$ cat config.mk
export PLATFORM = sky130hd
export DESIGN_NAME = icache
export DESIGN_NICKNAME = d
export VERILOG_FILES = /design/src/rtl/icache_pkg.sv /design/src/rtl/icache_array.sv /design/src/rtl/icache.sv
export SDC_FILE = /design/constraint.sdc
export NUM_CORES = 2
export LEC_CHECK = 0
export CAP_MARGIN = 5
export CORE_UTILIZATION = 62
export DETAILED_ROUTE_END_ITERATION = 10
export GPL_ROUTABILITY_DRIVEN = 0
export HOLD_SLACK_MARGIN = 0.03
export PLACE_DENSITY = 0.81
export SYNTH_ARGS = -nofsm -noshare
export SYNTH_HDL_FRONTEND = slang
export SYNTH_HIERARCHICAL = 1
export SYNTH_SLANG_ARGS = --single-unit
$ cat constraint.sdc
create_clock -name clk -period 6.2 [get_ports clk]
set_input_delay 1.24 -clock clk [delete_from_list [all_inputs] [get_ports clk]]
set_output_delay 1.24 -clock clk [all_outputs]
set_load 0.02 [all_outputs]
$ cat src/rtl/icache_pkg.sv
// Shared parameters and FSM encoding for the direct-mapped instruction cache.
package icache_pkg;

   localparam int unsigned ICACHE_LINES = 64;
   localparam int unsigned ADDR_W       = 32;
   localparam int unsigned DATA_W       = 32;
   localparam int unsigned IDX_W        = $clog2(ICACHE_LINES);
   localparam int unsigned IDX_LSB      = 2;
   localparam int unsigned TAG_LSB      = IDX_LSB + IDX_W;
   localparam int unsigned TAG_W        = ADDR_W - TAG_LSB;

   typedef enum logic [1:0] {
      ST_IDLE   = 2'd0,
      ST_REFILL = 2'd1,
      ST_RESP   = 2'd2
   } state_e;

endpackage

$ cat src/rtl/icache_array.sv
// Valid/tag/data storage: one combinational read port, one write port, sync clear of valid bits.
module icache_array
   import icache_pkg::*;
(
   input  logic              clk,
   input  logic              rst,
   input  logic              en,
   input  logic [IDX_W-1:0]  rd_idx,
   output logic              rd_valid_c,
   output logic [TAG_W-1:0]  rd_tag_c,
   output logic [DATA_W-1:0] rd_data_c,
   input  logic              wr_en,
   input  logic [IDX_W-1:0]  wr_idx,
   input  logic [TAG_W-1:0]  wr_tag,
   input  logic [DATA_W-1:0] wr_data
);

   logic [ICACHE_LINES-1:0] valid_q, valid_d;
   logic [TAG_W-1:0]        tag_q  [ICACHE_LINES];
   logic [TAG_W-1:0]        tag_d  [ICACHE_LINES];
   logic [DATA_W-1:0]       data_q [ICACHE_LINES];
   logic [DATA_W-1:0]       data_d [ICACHE_LINES];

   // Read port
   always_comb begin
      rd_valid_c = valid_q[rd_idx];
      rd_tag_c   = tag_q[rd_idx];
      rd_data_c  = data_q[rd_idx];
   end

   // Line write, only while the pipeline is not frozen
   always_comb begin
      valid_d = valid_q;
      tag_d   = tag_q;
      data_d  = data_q;
      if (en && wr_en) begin
         valid_d[wr_idx] = 1'b1;
         tag_d[wr_idx]   = wr_tag;
         data_d[wr_idx]  = wr_data;
      end
   end

   // Storage registers; reset invalidates every line and blocks any pending write
   always_ff @(posedge clk) begin
      if (rst) begin
         valid_q <= '0;
      end else begin
         valid_q <= valid_d;
         tag_q   <= tag_d;
         data_q  <= data_d;
      end
   end

endmodule

$ cat src/rtl/icache.sv
// Direct-mapped instruction cache, one word per line, single outstanding refill.
// Optional hit/miss counters are built when ICACHE_STATS_EN is defined.
module icache
   import icache_pkg::*;
(
   input  logic        clk,
   input  logic        rst,
   input  logic        rdy,
   input  logic        fch_sgn_in,
   input  logic [31:0] fch_addr,
   input  logic        fch_clr,
   output logic        fch_sgn_out,
   output logic [31:0] fch_ins,
   output logic        mem_sgn_out,
   output logic [31:0] mem_addr,
   input  logic        mem_sgn_in,
   input  logic [31:0] mem_val
`ifdef ICACHE_STATS_EN
   ,
   output logic [31:0] hit_cnt,
   output logic [31:0] miss_cnt
`endif
);

   state_e              state_q, state_d;
   logic                fch_sgn_out_q, fch_sgn_out_d;
   logic [DATA_W-1:0]   fch_ins_q, fch_ins_d;
   logic                mem_sgn_out_q, mem_sgn_out_d;
   logic [ADDR_W-1:0]   mem_addr_q, mem_addr_d;
   logic                kill_q, kill_d;

   logic                rd_valid_c;
   logic [TAG_W-1:0]    rd_tag_c;
   logic [DATA_W-1:0]   rd_data_c;
   logic                hit_c;
   logic                accept_c;
   logic                refill_done_c;
   logic                kill_now_c;
   logic                unused_addr_bits;

   assign unused_addr_bits = ^fch_addr[IDX_LSB-1:0];

   icache_array u_array (
      .clk        (clk),
      .rst        (rst),
      .en         (rdy),
      .rd_idx     (fch_addr[TAG_LSB-1:IDX_LSB]),
      .rd_valid_c (rd_valid_c),
      .rd_tag_c   (rd_tag_c),
      .rd_data_c  (rd_data_c),
      .wr_en      (refill_done_c),
      .wr_idx     (mem_addr_q[TAG_LSB-1:IDX_LSB]),
      .wr_tag     (mem_addr_q[ADDR_W-1:TAG_LSB]),
      .wr_data    (mem_val)
   );

   // Request qualification; the cycle of a response pulse never starts a new request
   always_comb begin
      hit_c         = rd_valid_c && (rd_tag_c == fch_addr[ADDR_W-1:TAG_LSB]);
      accept_c      = (state_q == ST_IDLE) && fch_sgn_in && !fch_sgn_out_q && !fch_clr;
      refill_done_c = (state_q == ST_REFILL) && mem_sgn_in;
      kill_now_c    = kill_q || fch_clr || !fch_sgn_in;
   end

   // Next state and registered outputs
   always_comb begin
      state_d       = state_q;
      fch_sgn_out_d = 1'b0;
      fch_ins_d     = fch_ins_q;
      mem_sgn_out_d = mem_sgn_out_q;
      mem_addr_d    = mem_addr_q;
      kill_d        = kill_q;
      unique case (state_q)
         ST_IDLE: begin
            kill_d = 1'b0;
            if (accept_c) begin
               if (hit_c) begin
                  fch_sgn_out_d = 1'b1;
                  fch_ins_d     = rd_data_c;
               end else begin
                  mem_sgn_out_d = 1'b1;
                  mem_addr_d    = {fch_addr[ADDR_W-1:IDX_LSB], 2'b00};
                  state_d       = ST_REFILL;
               end
            end
         end
         ST_REFILL: begin
            // The memory transfer cannot be cancelled; a flush only suppresses the response
            kill_d = kill_now_c;
            if (mem_sgn_in) begin
               mem_sgn_out_d = 1'b0;
               kill_d        = 1'b0;
               if (kill_now_c) begin
                  state_d = ST_IDLE;
               end else begin
                  state_d       = ST_RESP;
                  fch_sgn_out_d = 1'b1;
                  fch_ins_d     = mem_val;
               end
            end
         end
         ST_RESP: begin
            state_d = ST_IDLE;
         end
         default: begin
            state_d = ST_IDLE;
         end
      endcase
   end

   // State register; rdy low freezes everything
   always_ff @(posedge clk) begin
      if (rst) begin
         state_q       <= ST_IDLE;
         fch_sgn_out_q <= 1'b0;
         fch_ins_q     <= '0;
         mem_sgn_out_q <= 1'b0;
         mem_addr_q    <= '0;
         kill_q        <= 1'b0;
      end else if (rdy) begin
         state_q       <= state_d;
         fch_sgn_out_q <= fch_sgn_out_d;
         fch_ins_q     <= fch_ins_d;
         mem_sgn_out_q <= mem_sgn_out_d;
         mem_addr_q    <= mem_addr_d;
         kill_q        <= kill_d;
      end
   end

   assign fch_sgn_out = fch_sgn_out_q;
   assign fch_ins     = fch_ins_q;
   assign mem_sgn_out = mem_sgn_out_q;
   assign mem_addr    = mem_addr_q;

`ifdef ICACHE_STATS_EN
   logic [31:0] hit_cnt_q, hit_cnt_d;
   logic [31:0] miss_cnt_q, miss_cnt_d;

   // Served hits and refill starts, wrapping naturally
   always_comb begin
      hit_cnt_d  = hit_cnt_q + 32'(accept_c && hit_c);
      miss_cnt_d = miss_cnt_q + 32'(accept_c && !hit_c);
   end

   // Counter registers
   always_ff @(posedge clk) begin
      if (rst) begin
         hit_cnt_q  <= '0;
         miss_cnt_q <= '0;
      end else if (rdy) begin
         hit_cnt_q  <= hit_cnt_d;
         miss_cnt_q <= miss_cnt_d;
      end
   end

   assign hit_cnt  = hit_cnt_q;
   assign miss_cnt = miss_cnt_q;
`endif

endmodule

==> results.cfg <==
[outcome]
status = finished with violations
violations = max-capacitance violations, max-slew violations

[hold_path]
holdPathStages = 2
hp-class = reg2reg
min_from = u_array/valid_q[51]
min_to = u_array/valid_q[51]

[synthesis]
synth_top_area_frac = 0.755
synth_warnings = 6
syn_inst = 6634
ys_ff_latch = 3715
synth_area_leaders = edfxtp_1, mux4_2, mux2i_1
synth_edf_count = 3584
synth_top_cell_by_area = edfxtp_1
yosys.cell_types.count = 55
yosysSeqAreaShare = 0.774
synth.avg_cell_area_sq_um = 21.5
ys.flop_type = edfxtp_1
netlist_area_sq_um = 143000
async_reset_ff_frac = 0

[flow_run]
max-cap-violations = 1

[worst_setup_path]
r2r-start = state_q[0]
reg2reg_setup_slack_ps = 1660
reg2reg_depth = 8
startpoint_type = primary input
r2r-end = u_array/data_q[550]
cp.arrival_ps = 6220
crit_type = in2reg
crit_path_end_kind = register
critical_path.max_fanout = 54
crit_required_ps = 7090

[power_and_ir_drop]
power_switching_mw = 11.2
clkPwrFrac = 0.424
p_comb_frac = 0.046
ir_drop_mv = 0.336
seqPwrFrac = 0.530
swShare = 0.216
intPower_mw = 40.7
p_per_area_nw_per_um2 = 322
power_leakage_nw = 48.6

[detailed_routing]
drtAntennaViolNets = 0
drt_first_pass_iters = 7
wl_per_cell_um = 44.2
drc = 0
via_per_inst = 7.78
first_iter_violations = 15400
routed_wl_um = 459000
vias = 80800

[grt]
overflow = 0
antenna_found_initial = 32
grt_max_degree = 93
grt_pass1_wl_um = 624000
grt_usage = 0.399
grt_pass1_vias = 80000

[clock_tree]
cts_buffer_depth = 4
cts.repair.resized = 0
cts_htree_levels = 5
numCtsBuffers = 367
clkSinkCount = 3715
clk_latency_ps = 1020
cts_tree = built
cts_setup_buffers = 0
root_buffer = clkbuf_16
clk_pin_slew_ps = 60
postCtsHoldBufs = 0

[timing]
clock.fmax_mhz = 188
slew_headroom = -0.0477
tns_ps = 0
rsz0062_at_grt = false
setup_viol = 0
period_share = 0.859
tightest_slew_ps = 1530
slew_violations = 2
final_hold_viol_count = 0
fin_crit_ps = 5330
setup_slack_ps = 871
skew_ps = 76.6

[placed_design]
dp_hpwl_um = 221000
port_buffers = 131
place_ws_ps = 74.5

[die]
core_area_sq_um = 228000
io_pins = 136
die_w_um = 481
rows = 175
initial_core_util = 0.625
fp.dieH_um = 481
die_area_sq_um = 232000

[final_layout]
fin_util = 0.707
layout_common_cells = edfxtp_1, mux4_2, clkbuf_16
drive_gt1_frac = 0.261
n_fill_cell = 11900
final_common_cell = edfxtp_1
finalNetCount = 7143
area_delta_synth_final_pct = 13.1
==> metal layers <==
metal,track usage,routed length (um),up-vias
met5,0.00456,392,-
met2,0.589,204000,9227
met3,0.143,78700,2403
met1,0.491,134000,40400
li1,-,-,28700
met4,0.286,41500,34
==> worst max-delay path by stage <==
| stage | startpoint | to | slack (ps) | cells past startpoint |
|---|---|---|---|---|
| floorplan | mem_sgn_in | u_array/data_q[100] | 1150 | 7 |
| finish | fch_addr[4] | fch_ins[21] | 870 | 14 |
| CTS | fch_addr[4] | fch_ins[21] | 1040 | 14 |
| global placement | fch_addr[4] | fch_ins[21] | 180 | 14 |
| global route | fch_addr[2] | fch_ins[21] | 930 | 13 |
| detailed placement | fch_addr[2] | fch_ins[21] | 70 | 13 |
==> critical path: stages <==
cell	delay [ps]
buf_8	240
buf_4	320
nand2b_1	110
buf_4	430
a211oi_1	110
a221oi_1	280
a311oi_1	140
nor4_1	910
xnor2_1	500
nand3_1	340
nor4_4	90
a21oi_4	740
buf_4	370
mux2_2	350
==> cell families after synthesis <==
logic type	Yosys count	share of synthesized area
buffers and inverters	473	0.0173
AOI/OAI and AO/OA	538	0.0272
other	1	0.0000263
DFF	3715	0.774
and+or+nand+nor	730	0.0266
xor gates and xnor gates	24	0.00147
muxes	1153	0.154
==> cell usage after synthesis, types with 2 or more instances <==
cell type,count
a221oi_2,3
a311oi_1,18
mux2_2,44
buf_6,34
a21oi_1,37
a221oi_1,18
nand3_1,94
and2_1,4
and4_1,4
inv_1,66
nand2b_1,78
or2_2,9
buf_1,19
and3_1,43
edfxtp_1,3584
a22oi_1,108
o221ai_1,85
dfxtp_1,131
nor2_1,135
buf_12,2
xnor2_1,24
buf_8,3
mux2i_1,266
nand2_1,136
nor2b_1,95
nor4_1,10
buf_2,119
o21ai_0,12
o22ai_1,189
a41oi_1,3
mux2_4,29
a31oi_1,3
a211oi_1,50
nand4_1,91
nand3b_1,3
o211a_1,5
or3_1,2
clkbuf_1,173
nor3_1,20
mux4_2,814
buf_4,57
==> power by group through the flow <==
| stage | combinational, mW | clock, mW | sequential, mW |
|---|---|---|---|
| after floorplan | 1.26 | 0 | 28.0 |
| after global placement | 2.16 | 0 | 28.0 |
| after detailed placement | 2.22 | 0 | 28.0 |
| after CTS | 2.29 | 22.0 | 27.5 |
| after global routing | 2.40 | 22.8 | 27.5 |
| final | 2.37 | 22.0 | 27.5 |
==> layout make-up <==
| class | count | area (sq um) | area share |
|---|---|---|---|
| Clock inverter | 211 | 1930 | 0.0120 |
| Inverter | 66 | 248 | 0.00154 |
| Tap cell | 3009 | 3760 | 0.0233 |
| Sequential cell | 3715 | 110000 | 0.684 |
| Antenna cell | 26 | 65.1 | 0.000403 |
| Multi-Input combinational cell | 2447 | 30400 | 0.189 |
| Clock buffer | 442 | 9620 | 0.0597 |
| Timing Repair Buffer | 476 | 4950 | 0.0307 |
==> flip-flops by register name, summed over array words and instances (netlist names) <==
name,count
u_array/data_q,2048
mem_sgn_out,1
u_array/tag_q,1536
fch_ins,32
fch_sgn_out,1
kill_q,1
mem_addr,30
state_q,2
u_array/valid_q,64
==> per-stage QoR <==
step	power (mW)	area (sq um)	std cells	hold slack, ps
3_5_place_dp	30.3	150000	9713	464
2_1_floorplan	29.3	143000	6635	449
3_3_place_gp	30.2	150000	9713	457
6_report	51.9	161000	10400	476
5_1_grt	52.7	161000	10400	491
4_1_cts	51.8	161000	10400	473
Power figures use the tool's default switching activity.
